$ cat src/rtl/sh7034_itu_irq_arb.sv
// Interrupt request arbiter for the 15 ITU sources (IMIA/IMIB/OVI of channels 0-4).
// Holds the ITUPR priority register, selects one winner and runs the CPU request/ack handshake.
module sh7034_itu_irq_arb #(
  parameter int BASE_VEC = 80,
  parameter int HOLD_CYC = 2
) (
  input  logic        CLK,
  input  logic        RST_N,
  input  logic        CE_R,
  input  logic [4:0]  IMIA_IRQ,
  input  logic [4:0]  IMIB_IRQ,
  input  logic [4:0]  OVI_IRQ,
  input  logic [27:0] IBUS_A,
  input  logic [31:0] IBUS_DI,
  output logic [31:0] IBUS_DO,
  input  logic [3:0]  IBUS_BA,
  input  logic        IBUS_WE,
  input  logic        IBUS_REQ,
  output logic        IBUS_BUSY,
  output logic        IBUS_ACT,
  output logic        INT_REQ,
  output logic [3:0]  INT_LVL,
  output logic [7:0]  INT_VEC,
  input  logic        INT_ACK,
  output logic [14:0] ACK_SRC
);

  typedef enum logic [1:0] {
    ST_IDLE = 2'd0,
    ST_REQ  = 2'd1,
    ST_HOLD = 2'd2
  } state_e;

  localparam logic [25:0] ITUPR_WADDR = 26'h17FFFE2;  // 0x5FFFF88 >> 2
  localparam logic [3:0]  HOLD_LOAD   = 4'(HOLD_CYC - 1);

  state_e      state_q, state_d;
  logic [19:0] itupr_q, itupr_d;
  logic [31:0] do_q, do_d;
  logic        req_q, req_d;
  logic [3:0]  lvl_q, lvl_d;
  logic [7:0]  vec_q, vec_d;
  logic [3:0]  idx_q, idx_d;
  logic [3:0]  hold_q, hold_d;
  logic [14:0] ack_q, ack_d;

  logic        sel;
  logic [3:0]  ch_lvl [5];
  logic [14:0] src_pend;
  logic        win_vld;
  logic [3:0]  win_lvl;
  logic [3:0]  win_idx;
  logic [2:0]  win_ch;
  logic [1:0]  win_s;
  logic [7:0]  win_vec;
  logic        load;

  // ---------------------------------------------------------------- register bus
  assign sel = IBUS_REQ && (IBUS_A[27:2] == ITUPR_WADDR);

  // NOTE: every combinational output gets a default first so no path leaves it unassigned (no latch).
  always_comb begin
    itupr_d = itupr_q;
    do_d    = do_q;
    if (sel && IBUS_WE) begin
      if (IBUS_BA[2]) itupr_d[19:16] = IBUS_DI[19:16];
      if (IBUS_BA[1]) itupr_d[15:8]  = IBUS_DI[15:8];
      if (IBUS_BA[0]) itupr_d[7:0]   = IBUS_DI[7:0];
    end
    // Any read cycle refreshes the data register; reads of other addresses return 0.
    if (IBUS_REQ && !IBUS_WE) begin
      do_d = sel ? {12'd0, itupr_q} : 32'd0;
    end
  end

  // ---------------------------------------------------------------- arbitration
  always_comb begin
    src_pend = '0;
    for (int ch = 0; ch < 5; ch++) begin
      ch_lvl[ch]       = itupr_q[19-4*ch -: 4];
      src_pend[3*ch]   = IMIA_IRQ[ch] && (ch_lvl[ch] != 4'd0);
      src_pend[3*ch+1] = IMIB_IRQ[ch] && (ch_lvl[ch] != 4'd0);
      src_pend[3*ch+2] = OVI_IRQ[ch]  && (ch_lvl[ch] != 4'd0);
    end
  end

  // Ascending scan with strict '>' keeps the lowest source index on level ties.
  always_comb begin
    win_vld = 1'b0;
    win_lvl = 4'd0;
    win_idx = 4'd0;
    win_ch  = 3'd0;
    win_s   = 2'd0;
    for (int ch = 0; ch < 5; ch++) begin
      for (int s = 0; s < 3; s++) begin
        if (src_pend[3*ch+s] && (!win_vld || (ch_lvl[ch] > win_lvl))) begin
          win_vld = 1'b1;
          win_lvl = ch_lvl[ch];
          win_idx = 4'(3*ch + s);
          win_ch  = 3'(ch);
          win_s   = 2'(s);
        end
      end
    end
    win_vec = 8'(BASE_VEC) + 8'({win_ch, 2'b00}) + 8'(win_s);
  end

  // ---------------------------------------------------------------- handshake FSM
  always_comb begin
    state_d = state_q;
    req_d   = req_q;
    lvl_d   = lvl_q;
    vec_d   = vec_q;
    idx_d   = idx_q;
    hold_d  = hold_q;
    ack_d   = '0;
    load    = 1'b0;

    case (state_q)
      ST_IDLE: begin
        if (win_vld) load = 1'b1;
      end
      ST_REQ: begin
        if (INT_ACK) begin
          ack_d   = 15'(1) << idx_q;
          req_d   = 1'b0;
          hold_d  = HOLD_LOAD;
          state_d = ST_HOLD;
        end else if (win_vld && (win_lvl > lvl_q)) begin
          load = 1'b1;
        end else if (!src_pend[idx_q]) begin
          if (win_vld) begin
            load = 1'b1;
          end else begin
            req_d   = 1'b0;
            state_d = ST_IDLE;
          end
        end
      end
      ST_HOLD: begin
        // The last hold cycle also does the idle evaluation, so INT_REQ is low
        // for exactly HOLD_CYC cycles before a pending source is re-presented.
        if (hold_q == 4'd0) begin
          if (win_vld) load = 1'b1;
          else         state_d = ST_IDLE;
        end else begin
          hold_d = hold_q - 4'd1;
        end
      end
      default: state_d = ST_IDLE;
    endcase

    if (load) begin
      state_d = ST_REQ;
      req_d   = 1'b1;
      lvl_d   = win_lvl;
      vec_d   = win_vec;
      idx_d   = win_idx;
    end
  end

  // NOTE: sequential state uses non-blocking assignments so all registers update from pre-edge values.
  always_ff @(posedge CLK) begin
    if (!RST_N) begin
      state_q <= ST_IDLE;
      itupr_q <= '0;
      do_q    <= '0;
      req_q   <= 1'b0;
      lvl_q   <= '0;
      vec_q   <= '0;
      idx_q   <= '0;
      hold_q  <= '0;
      ack_q   <= '0;
    end else if (CE_R) begin
      state_q <= state_d;
      itupr_q <= itupr_d;
      do_q    <= do_d;
      req_q   <= req_d;
      lvl_q   <= lvl_d;
      vec_q   <= vec_d;
      idx_q   <= idx_d;
      hold_q  <= hold_d;
      ack_q   <= ack_d;
    end
  end

  assign IBUS_DO   = do_q;
  assign IBUS_BUSY = 1'b0;
  assign IBUS_ACT  = sel;
  assign INT_REQ   = req_q;
  assign INT_LVL   = lvl_q;
  assign INT_VEC   = vec_q;
  assign ACK_SRC   = ack_q;

endmodule

$ cat config.mk
export PLATFORM = sky130hd
export DESIGN_NAME = sh7034_itu_irq_arb
export DESIGN_NICKNAME = d
export VERILOG_FILES = /design/src/rtl/sh7034_itu_irq_arb.sv
export SDC_FILE = /design/constraint.sdc
export NUM_CORES = 1
export LEC_CHECK = 0
export CORE_MARGIN = 5
export CORE_UTILIZATION = 45
export CTS_CLUSTER_SIZE = 28
export DETAILED_ROUTE_END_ITERATION = 10
export PLACE_DENSITY = 0.79
export SYNTH_ARGS = -nofsm -noshare
export SYNTH_HDL_FRONTEND = slang
export SYNTH_SLANG_ARGS = --single-unit
$ cat constraint.sdc
create_clock -name CLK -period 27.3 [get_ports CLK]
set_input_delay 5.46 -clock CLK [delete_from_list [all_inputs] [get_ports CLK]]
set_output_delay 5.46 -clock CLK [all_outputs]
set_load 0.01 [all_outputs]
==> impl_metrics.py <==
metrics = {
    "min_path": {
        "hold_class": "register to register",
        "hold_depth": 2,
        "hold_start": "IBUS_DO[9]",
        "hold_end": "IBUS_DO[9]",
    },
    "outcome": {
        "status": "finished, final reports clean",
    },
    "worst_setup_path": {
        "worstPathArrival_ns": 27.01,
        "reg2reg_depth": 118,
        "cp_slowest_cell": "or3b_2",
        "critPathKind": "primary input to register",
        "reg2reg_slack_ns": 5.97,
        "end_kind": "register",
        "crit-reg2reg-launch": "ch_lvl[17]",
        "startpoint_type": "primary input",
        "cp_common_cell": "ha_1",
        "cp_max_fo": 6,
        "cp_data_required_time_ns": 27.56,
        "cp_slowest_stage_delay_ns": 0.50,
        "r2r_end": "INT_VEC[3]",
    },
    "routing": {
        "vias": 7080,
        "dr.pass1.iters": 5,
        "via_per_inst": 5.71,
        "wl_per_cell_um": 16.0,
        "drc_errors": 0,
        "ant_nets": 0,
        "drtIter0Drc": 393,
        "wl_um": 19900,
    },
    "floorplan": {
        "die_h_um": 129,
        "row_count": 43,
        "die_x_um": 129,
        "fp.coreArea_um2": 13900,
        "ioPinCount": 147,
        "die_area_um2": 16800,
        "start_util_pct": 46.1,
    },
    "sta": {
        "finalCritPeriodShare_pct": 98.0,
        "worst_pin_slew_ns": 0.804,
        "fin_skew_ns": 0.00799,
        "fin_tns_setup_ns": 0,
        "hold_viol_final": 0,
        "finalSetupViolations": 0,
        "clock.fmax_mhz": 37.4,
        "finalCriticalPeriod_ns": 26.74,
        "slew_viol_final": 0,
        "slew-limit-headroom_pct": 46.3,
    },
    "logic_synthesis": {
        "yosysTopAreaCellShare_pct": 24.0,
        "avgSynthCellArea_um2": 7.54,
        "synth_cells": 852,
        "yosysTopAreaCell": "dfxtp_1",
        "yosysSeqAreaShare_pct": 24.0,
        "synthSimpleGateAreaFrac_pct": 25.4,
        "synthFlopType": "dfxtp_1",
        "synth_edf_count": 0,
        "synth_top_family_by_area": "compound AO/OA/AOI/OAI gates",
        "synth_cell_types": 91,
        "synth_seq_cells": 77,
        "synth_compound_area_share_pct": 28.6,
        "async_flop_share_pct": 0,
        "yosysWarnings": 0,
        "synthTopCellsByArea": "dfxtp_1 24%, ha_1 9.7%, nand2_1 6.1%, a21oi_1 5.4%, nand3_1 5.0%",
        "synth_adder_area_share_pct": 9.89,
        "synthMuxAreaShare_pct": 4.93,
        "synth.cell_area_um2": 6420,
        "synth_xor_area_share_pct": 0.273,
    },
    "placed_design": {
        "routabilityCongestion": 0.925,
        "placedCellCount": 1203,
        "port_buffers": 117,
        "place_hpwl_um": 14400,
    },
    "cts": {
        "ctsHoldBuffers": 0,
        "clk_pin_slew_ns": 0.06,
        "cts_sinks": 77,
        "insertion_delay_ns": 0.34,
        "cts_root_buffer": "clkbuf_16",
        "cts.path.max_buffers": 2,
        "cts_tree": "built",
        "htree_num_levels": 3,
        "cts_buffers": 9,
    },
    "layout": {
        "area_growth_pct": 41.1,
        "n_fill_cell": 1169,
        "final_cells": 1241,
        "drive_gt1_share_pct": 21.1,
        "antennaDiodeCount": 0,
        "nNetsFinal": 1192,
    },
    "global_routing": {
        "grt_remaining_overflow": 0,
        "grt.total_usage_pct": 21.9,
        "grt_pass1_wl_um": 30400,
        "grt_antenna_before_repair": 0,
        "first_global_vias": 6445,
        "grt_max_degree": 80,
    },
    "pwr": {
        "pwr-share-clk_pct": 48.0,
        "intPower_w": 0.000198,
        "power_density_nw_per_um2": 27.7,
        "switching_share_pct": 21.0,
        "max-vdd-ir-drop_uv": 32.8,
        "p_seq_share_pct": 44.8,
        "comb_power_share_pct": 7.3,
        "power.switching_w": 0.0000528,
        "leakagePower_nw": 3.46,
    },
    "job": {
        "drv_cap": 0,
    },
}
==> metal layers <==
| metal | track usage [%] | wire length (um) | vias to the layer above |
|---|---|---|---|
| met2 | 37.3 | 9610 | 248 |
| met1 | 28.9 | 8700 | 3352 |
| met5 | 0 | 0 | - |
| met3 | 3.42 | 1230 | 28 |
| met4 | 6.23 | 357 | 0 |
| li1 | - | - | 3452 |
==> logic make-up (layout without fill, tap and decap cells) <==
group	count (synthesis)	count (layout)
simple gates	334	334
compound gates	262	262
buf+inv	99	295
flops	77	77
fa+ha+maj	51	51
mux	26	26
xor+xnor	2	2
other cells	1	14
==> cell usage in the layout (no fill, tap or decap), types with 7 or more instances in the layout <==
cell / Yosys / routed
nand2_1: 104 / 103
buf_4: 14 / 112
dfxtp_1: 77 / 77
nor2_1: 61 / 56
and3_1: 7 / 7
nor3_1: 14 / 12
o21ai_0: 51 / 39
a21oi_1: 69 / 54
nand2b_1: 7 / 7
nand3_1: 64 / 64
o21a_1: 7 / 7
and2_1: 8 / 7
conb_1: 1 / 14
inv_1: 49 / 49
a21o_1: 12 / 12
ha_1: 50 / 47
a21oi_2: 4 / 18
clkdlybuf4s50_1: 0 / 115
a21boi_0: 41 / 41
mux2i_1: 13 / 10
clkbuf_16: 0 / 9
o21ai_1: 6 / 13
nor2b_1: 30 / 29
==> Yosys cell counts, types with 8 or more instances <==
cell type,instances
nand2_1,104
dfxtp_1,77
a21oi_1,69
nand3_1,64
nor2_1,61
o21ai_0,51
ha_1,50
inv_1,49
a21boi_0,41
clkbuf_1,30
nor2b_1,30
buf_4,14
nor3_1,14
mux2i_1,13
a21o_1,12
and2_1,8
==> flip-flops by register name, summed over array words and instances (netlist names) <==
signal	cells
state_q	2
ch_lvl	20
hold_q	4
idx_q	4
IBUS_DO	20
ACK_SRC	15
INT_REQ	1
INT_VEC	7
INT_LVL	4
==> repair_timing <==
action	in CTS	in global routing
gates resized for setup	1	70
buffers inserted	0	23
pin swaps	0	34
endpoints found under the hold margin	0	0
endpoints found under the setup margin	1	18
==> area by class of cell <==
cell class | instances | area (um2) | share of cell area [%]
clock buffers | 11 | 253 | 2.79
clock inverters | 4 | 47.5 | 0.524
inverters | 49 | 184 | 2.03
multi-input cells | 689 | 4780 | 52.8
flip-flops and latches | 77 | 1540 | 17.0
well taps | 180 | 225 | 2.48
repair buffers | 231 | 2030 | 22.4
==> metrics by stage <==
| stage | cell area (um2) | setup WS [ns] | power (W) | hold slack [ns] | util [%] |
|---|---|---|---|---|---|
| 4_1_cts | 8610 | 0.0507 | 0.000252 | 0.467 | 61.8 |
| 2_1_floorplan | 6470 | 1.09 | 0.000122 | 0.466 | - |
| 5_1_grt | 9060 | -0.484 | 0.000258 | 0.490 | 65.1 |
| 6_report | 9060 | 0.555 | 0.000251 | 0.464 | 65.1 |
| 3_5_place_dp | 8300 | -0.112 | 0.000133 | 0.459 | 59.6 |
| 3_3_place_gp | 8300 | 0.120 | 0.000133 | 0.449 | 59.6 |
==> how the worst max path moves through the flow <==
stage	end	slack (ns)	start
final	INT_VEC[3]	0.56	IMIA_IRQ[0]
after CTS	INT_LVL[2]	0.05	OVI_IRQ[0]
after global placement	INT_LVL[2]	0.12	IMIA_IRQ[0]
after global routing	INT_LVL[2]	-0.48	IMIA_IRQ[0]
after floorplan	INT_VEC[3]	1.09	IMIA_IRQ[0]
after detailed placement	INT_LVL[2]	-0.11	OVI_IRQ[0]
==> worst max-delay path, delay by kind of cell <==
family | cells | cell delay (ns)
buf+inv | 12 | 1.83
fa+ha+maj | 14 | 4.15
mux | 8 | 2.20
simple gates | 30 | 4.49
compound gates | 56 | 8.80
==> power by group through the flow <==
stage,combinational (W),sequential [W],clock [W]
after floorplan,0.00000708,0.000115,0
after global placement,0.0000177,0.000115,0
after detailed placement,0.0000178,0.000115,0
after CTS,0.0000179,0.000112,0.000121
after global routing,0.0000195,0.000112,0.000126
final,0.0000182,0.000112,0.000120
(Power assumes the default switching activity.)
